### config.mk
export PLATFORM = sky130hd
export DESIGN_NAME = riscv_program_loader_flat
export DESIGN_NICKNAME = d
export VERILOG_FILES = /design/src/rtl/riscv_program_loader_if.sv /design/src/rtl/riscv_program_loader.sv /design/src/flat_wrapper.sv
export SDC_FILE = /design/constraint.sdc
export NUM_CORES = 1
export LEC_CHECK = 0
export ABC_AREA = 1
export BUFFER_PORTS_ARGS = -buffer_cell sky130_fd_sc_hd__buf_2
export CORE_UTILIZATION = 50
export DETAILED_ROUTE_END_ITERATION = 10
export PLACE_DENSITY = 0.9
export SYNTH_ARGS = -nofsm -noshare
export SYNTH_HDL_FRONTEND = slang
export SYNTH_SLANG_ARGS = --single-unit
### constraint.sdc
create_clock -name clk -period 2.1 [get_ports clk]
set_clock_uncertainty 0.1 [all_clocks]
set_input_delay 0.42 -clock clk [delete_from_list [all_inputs] [get_ports clk]]
set_output_delay 0.42 -clock clk [all_outputs]
set_load 0.05 [all_outputs]
### src/rtl/riscv_program_loader_if.sv
// Instruction-memory write port used by the boot loader to fill program memory.
interface riscv_program_loader_if;
  logic        imem_we;
  logic [31:0] imem_addr;
  logic [31:0] imem_wdata;

  modport master (output imem_we, output imem_addr, output imem_wdata);
  modport slave  (input  imem_we, input  imem_addr, input  imem_wdata);
endinterface

### src/rtl/riscv_program_loader.sv
// Boot-time loader: writes a fixed 8-word RV32I test program (built from the
// operand/ALU-select inputs) into instruction memory, then raises a sticky done.
module riscv_program_loader #(
  parameter int         PROG_WORDS = 8,
  parameter logic [4:0] MEM_ADDR   = 5'd4
) (
  input  logic                    clk,
  input  logic                    rst,
  input  logic [11:0]             op1,
  input  logic [11:0]             op2,
  input  logic [2:0]              alu_op,
  riscv_program_loader_if.master  imem,
  output logic                    done
);

  localparam int IDX_W = $clog2(PROG_WORDS) + 1;

  typedef enum logic {LOAD, DONE} state_t;

  state_t           state;
  logic [IDX_W-1:0] index;
  logic             cap_vld;
  logic [11:0]      op1_q, op2_q;
  logic [2:0]       alu_op_q;
  logic [11:0]      op1_eff, op2_eff;
  logic [2:0]       alu_op_eff;

  function automatic logic [9:0] alu_funct(input logic [2:0] sel);
    case (sel)
      3'b000:  alu_funct = {7'h00, 3'b000};
      3'b001:  alu_funct = {7'h20, 3'b000};
      3'b010:  alu_funct = {7'h00, 3'b111};
      3'b011:  alu_funct = {7'h00, 3'b110};
      3'b100:  alu_funct = {7'h00, 3'b100};
      3'b101:  alu_funct = {7'h00, 3'b010};
      3'b110:  alu_funct = {7'h00, 3'b001};
      default: alu_funct = {7'h00, 3'b101};
    endcase
  endfunction

  function automatic logic [31:0] prog_word(input logic [2:0]  idx,
                                            input logic [11:0] a,
                                            input logic [11:0] b,
                                            input logic [2:0]  sel);
    logic [9:0] f;
    f = alu_funct(sel);
    case (idx)
      3'd0:    prog_word = {a, 5'd0, 3'b000, 5'd9, 7'h13};
      3'd1:    prog_word = {b, 5'd0, 3'b000, 5'd10, 7'h13};
      3'd2:    prog_word = {f[9:3], 5'd10, 5'd9, f[2:0], 5'd11, 7'h33};
      3'd3:    prog_word = {7'd0, 5'd11, 5'd0, 3'b010, MEM_ADDR, 7'h23};
      3'd4:    prog_word = {7'd0, MEM_ADDR, 5'd0, 3'b010, 5'd12, 7'h03};
      3'd5,
      3'd6:    prog_word = 32'h0000_0013;
      default: prog_word = 32'h0000_006F;
    endcase
  endfunction

  // Word 0 is emitted on the same edge that captures the operands, so the
  // live inputs are used until the capture flag is set.
  always_comb begin
    op1_eff    = cap_vld ? op1_q    : op1;
    op2_eff    = cap_vld ? op2_q    : op2;
    alu_op_eff = cap_vld ? alu_op_q : alu_op;
  end

  always_ff @(posedge clk) begin
    if (!cap_vld) begin
      op1_q    <= op1;
      op2_q    <= op2;
      alu_op_q <= alu_op;
    end
  end

  always_ff @(posedge clk or negedge rst) begin
    if (!rst) begin
      state           <= LOAD;
      index           <= '0;
      cap_vld         <= 1'b0;
      imem.imem_we    <= 1'b0;
      imem.imem_addr  <= '0;
      imem.imem_wdata <= '0;
      done            <= 1'b0;
    end else begin
      cap_vld <= 1'b1;
      case (state)
        LOAD: begin
          if (index == IDX_W'(PROG_WORDS)) begin
            imem.imem_we <= 1'b0;
            done         <= 1'b1;
            state        <= DONE;
          end else begin
            imem.imem_we    <= 1'b1;
            imem.imem_addr  <= {{(30-IDX_W){1'b0}}, index, 2'b00};
            imem.imem_wdata <= prog_word(index[2:0], op1_eff, op2_eff, alu_op_eff);
            index           <= index + 1'b1;
          end
        end
        default: begin
          imem.imem_we <= 1'b0;
          done         <= 1'b1;
        end
      endcase
    end
  end

endmodule

### src/flat_wrapper.sv
// flat-port wrapper written by rule: the top's interface ports become plain ports
module riscv_program_loader_flat 
#(
  parameter int         PROG_WORDS = 8,
  parameter logic [4:0] MEM_ADDR   = 5'd4
)
  (clk, rst, op1, op2, alu_op, done, imem_imem_we, imem_imem_addr, imem_imem_wdata);
  riscv_program_loader_if imem_i ();
  input  logic clk;
  input  logic rst;
  input  logic [11:0] op1;
  input  logic [11:0] op2;
  input  logic [2:0] alu_op;
  output logic done;
  output wire logic [$bits(imem_i.imem_we)-1:0] imem_imem_we;
  output wire logic [$bits(imem_i.imem_addr)-1:0] imem_imem_addr;
  output wire logic [$bits(imem_i.imem_wdata)-1:0] imem_imem_wdata;
  assign imem_imem_we = imem_i.imem_we;
  assign imem_imem_addr = imem_i.imem_addr;
  assign imem_imem_wdata = imem_i.imem_wdata;
  riscv_program_loader #(.PROG_WORDS(PROG_WORDS), .MEM_ADDR(MEM_ADDR)) u_core (.clk(clk), .rst(rst), .op1(op1), .op2(op2), .alu_op(alu_op), .imem(imem_i), .done(done));
endmodule
==> results.sh <==
export IMPL_end_kind="flop"
export IMPL_antenna_left=0
export IMPL_clkTransAtPathRegs_ps=70
export IMPL_final_setup_tns_ps=0
export IMPL_synth_edf_count=0
export IMPL_hold_class="in -> async"
export IMPL_yosysSeqAreaShare_pct=50.07
export IMPL_initial_core_util_pct=51.96
export IMPL_yosysWarnings=0
export IMPL_grt_busiest_layer="met2"
export IMPL_filler_cell_count=473
export IMPL_drcViolationCount=0
export IMPL_clock_sinks=63
export IMPL_cts_repair_resized=0
export IMPL_fin_cells=501
export IMPL_cp_cell_sequence="inv_1, ha_1, inv_2, nor2_4, nand2_2, nand2_8, inv_2, or2_1"
export IMPL_diodes=0
export IMPL_synth_area_top_cells="dfrtp_1, nand2_1, dfxtp_1"
export IMPL_yosysUniqueCellTypes=27
export IMPL_synthMuxAreaShare_pct=0
export IMPL_antenna_found_initial=0
export IMPL_relSlewSlack_pct=46.70
export IMPL_drive_gt1_share_pct=21.68
export IMPL_setup_ws_ps=217.5
export IMPL_yosys_area_share_simple_pct=28.25
export IMPL_synthesis_instances=364
export IMPL_crit_path_max_incr_delay_ps=430
export IMPL_pwr_share_clk_pct=40.1
export IMPL_netlist_area_um2=2879
export IMPL_vias_per_cell=4.669
export IMPL_first_iter_violations=123
export IMPL_leakagePower_nw=1.890
export IMPL_tightest_slew_ps=799.5
export IMPL_rsz0062_at_grt="false"
export IMPL_place_inst=485
export IMPL_grtUsageMet3_pct=6.000
export IMPL_synth_fa_ha_area_share_pct=2.173
export IMPL_grt_max_degree=37
export IMPL_synth_top_cell_area_share_pct=31.29
export IMPL_nets=458
export IMPL_grt_pass1_wl_mm=9.584
export IMPL_synth_xor_area_share_pct=0.6084
export IMPL_vias=2339
export IMPL_max_cap_violations=0
export IMPL_ctsHoldBuffers=0
export IMPL_switching_power_mw=0.7343
export IMPL_syn2layout_area_growth_pct=13.78
export IMPL_power_frac_comb_pct=10.8
export IMPL_min_period_over_period_pct=89.64
export IMPL_syn_area_per_cell_um2=7.909
export IMPL_core_area_um2=5540
export IMPL_track_usage_pct=20.92
export IMPL_rows=27
export IMPL_grt_overflow_total=0
export IMPL_hpwlAfterDp_mm=4.210
export IMPL_required_ps=2220
export IMPL_grt_use_met2_pct=33.01
export IMPL_grt_util_met1_pct=25.34
export IMPL_synth_top_family_by_area="simple AND/OR/NAND/NOR gates"
export IMPL_final_hold_viol_count=0
export IMPL_ys_flop_type="dfrtp_1"
export IMPL_drt_pass1_iterations=4
export IMPL_drv_slew=0
export IMPL_clock_path_buffers=2
export IMPL_root_buffer="clkbuf_8"
export IMPL_pre_cts_ws_ps=147.1
export IMPL_die_area_um2=6065
export IMPL_cp_start_kind="flop"
export IMPL_cp_slowest_cell="dfrtp_1"
export IMPL_path_buf_inv=3
export IMPL_synth_top_area_cell="dfrtp_1"
export IMPL_fp_dieW_um=77.88
export IMPL_power_internal_mw=1.847
export IMPL_htreeDepth=3
export IMPL_swShare_pct=28.45
export IMPL_power_density_nw_per_um2=788.0
export IMPL_clock_fmax_mhz=531.2
export IMPL_crit_type="reg -> reg"
export IMPL_critPathArrivalTime_ps=2010
export IMPL_die_height_um=77.88
export IMPL_wl_mm=5.985
export IMPL_finalSetupViolations=0
export IMPL_status="completed"
export IMPL_numCtsBuffers=9
export IMPL_post_cts_setup_buffer_count=0
export IMPL_crit_top_cell="inv_2"
export IMPL_globalplace_congestion=0.8512
export IMPL_port_buffers=62
export IMPL_async_flop_share_pct=57.14
export IMPL_synth_compound_area_share_pct=3.216
export IMPL_grt_pass1_vias=2123
export IMPL_routedWlPerCell_um=11.95
export IMPL_ys_ff_latch=63
export IMPL_finalCriticalPeriod_ps=1883
export IMPL_critPathTopFamily="simple AND/OR/NAND/NOR gates"
export IMPL_sequentialPowerShare_pct=49.1
export IMPL_irDropWorstVdd_mv=0.5349
export IMPL_insertion_delay_ps=340
export IMPL_path_max_fanout=29
export IMPL_cts_tree="built"
export IMPL_ioPinCount=95
## cells in the final DEF (no fill, tap or decap)
| cell | Yosys | routed |
|---|---|---|
| ha_1 | 5 | 5 |
| inv_4 | 1 | 3 |
| nand2_2 | 1 | 1 |
| o31ai_1 | 1 | 1 |
| o21ai_1 | 1 | 1 |
| clkinv_4 | 0 | 2 |
| a21oi_1 | 2 | 2 |
| nand2_8 | 0 | 1 |
| dfrtp_1 | 36 | 36 |
| buf_4 | 41 | 5 |
| nand2_1 | 178 | 178 |
| a21o_1 | 1 | 1 |
| xor2_1 | 1 | 1 |
| nor2_1 | 11 | 11 |
| conb_1 | 2 | 33 |
| o21bai_1 | 1 | 1 |
| xnor2_1 | 1 | 1 |
| or2_2 | 1 | 1 |
| or2_1 | 1 | 1 |
| nand3_1 | 10 | 10 |
| inv_1 | 16 | 16 |
| nor2_4 | 1 | 1 |
| clkbuf_16 | 0 | 1 |
| dfxtp_1 | 27 | 27 |
| clkbuf_8 | 0 | 10 |
| inv_2 | 3 | 3 |
| clkinvlp_4 | 0 | 1 |
| o21ai_0 | 11 | 11 |
| nor2_2 | 2 | 2 |
| buf_2 | 5 | 62 |
## cell type report
cell class / count / area, um2 / area share [%]
Sequential cell: 63 / 1441 / 44.00
Multi-Input combinational cell: 263 / 1119 / 34.15
Timing Repair Buffer: 67 / 347.8 / 10.62
Clock buffer: 11 / 162.7 / 4.966
Tap cell: 72 / 90.09 / 2.750
Inverter: 20 / 77.57 / 2.368
Clock inverter: 5 / 37.54 / 1.146
## through the flow
step | cell area [um2] | hold slack [ps] | util (%) | total power [mW]
4_1_cts | 3267 | 72.45 | 58.97 | 2.592
3_3_place_gp | 3067 | 333.1 | 55.35 | 1.561
6_report | 3276 | 67.27 | 59.12 | 2.581
2_1_floorplan | 2995 | 24.41 | - | 1.553
5_1_grt | 3276 | 108.9 | 59.12 | 2.688
3_5_place_dp | 3067 | 337.9 | 55.35 | 1.569
## power by group through the flow
| stage | logic (mW) | clock network (mW) | registers (mW) |
|---|---|---|---|
| global route | 0.308 | 1.11 | 1.27 |
| detailed placement | 0.276 | 0 | 1.29 |
| finish | 0.279 | 1.03 | 1.27 |
| global placement | 0.270 | 0 | 1.29 |
| CTS | 0.278 | 1.05 | 1.27 |
| floorplan | 0.264 | 0 | 1.29 |
## worst paths after layout
path	cells after the start	end	startpoint	slack, ps
min	1	u_core.imem.imem_wdata[4]	rst	70
min reg2reg	2	u_core.op2_q[11]	u_core.op2_q[11]	360
max	8	u_core.imem.imem_wdata[1]	u_core.index[1]	220
max reg2reg	8	u_core.imem.imem_wdata[1]	u_core.index[1]	220
max in group asynchronous	1	u_core.imem.imem_wdata[26]	rst	1330
min in group clk	3	u_core.op1_q[8]	op1[8]	190
## sequential cells by signal, indices dropped and copies added (netlist names)
signal	count
u_core.imem.imem_we	1
u_core.imem.imem_wdata	24
u_core.alu_op_q	3
u_core.op2_q	12
u_core.op1_q	12
u_core.done	1
u_core.cap_vld	1
u_core.index	4
u_core.state	1
u_core.imem.imem_addr	4
## layer usage
metal	routed length (um)	share of wire (%)
met5	0	0
met4	142	2.4
met2	2848	48
met1	2650	44
met3	343	5.7
## synth_stat cells (2+ instances only)
library cell  instances
nand3_1              10
inv_1                16
a21oi_1               2
ha_1                  5
inv_2                 3
buf_4                41
buf_6                 3
dfxtp_1              27
nand2_1             178
dfrtp_1              36
conb_1                2
nor2_1               11
o21ai_0              11
nor2_2                2
buf_2                 5
## cells by family after synthesis
logic type	count (synthesis)
compound gates	17
xor+xnor	2
fa+ha+maj	5
buf+inv	69
flops	63
other cells	2
simple gates	206
Note: power is estimated with default switching activity, not from simulation.
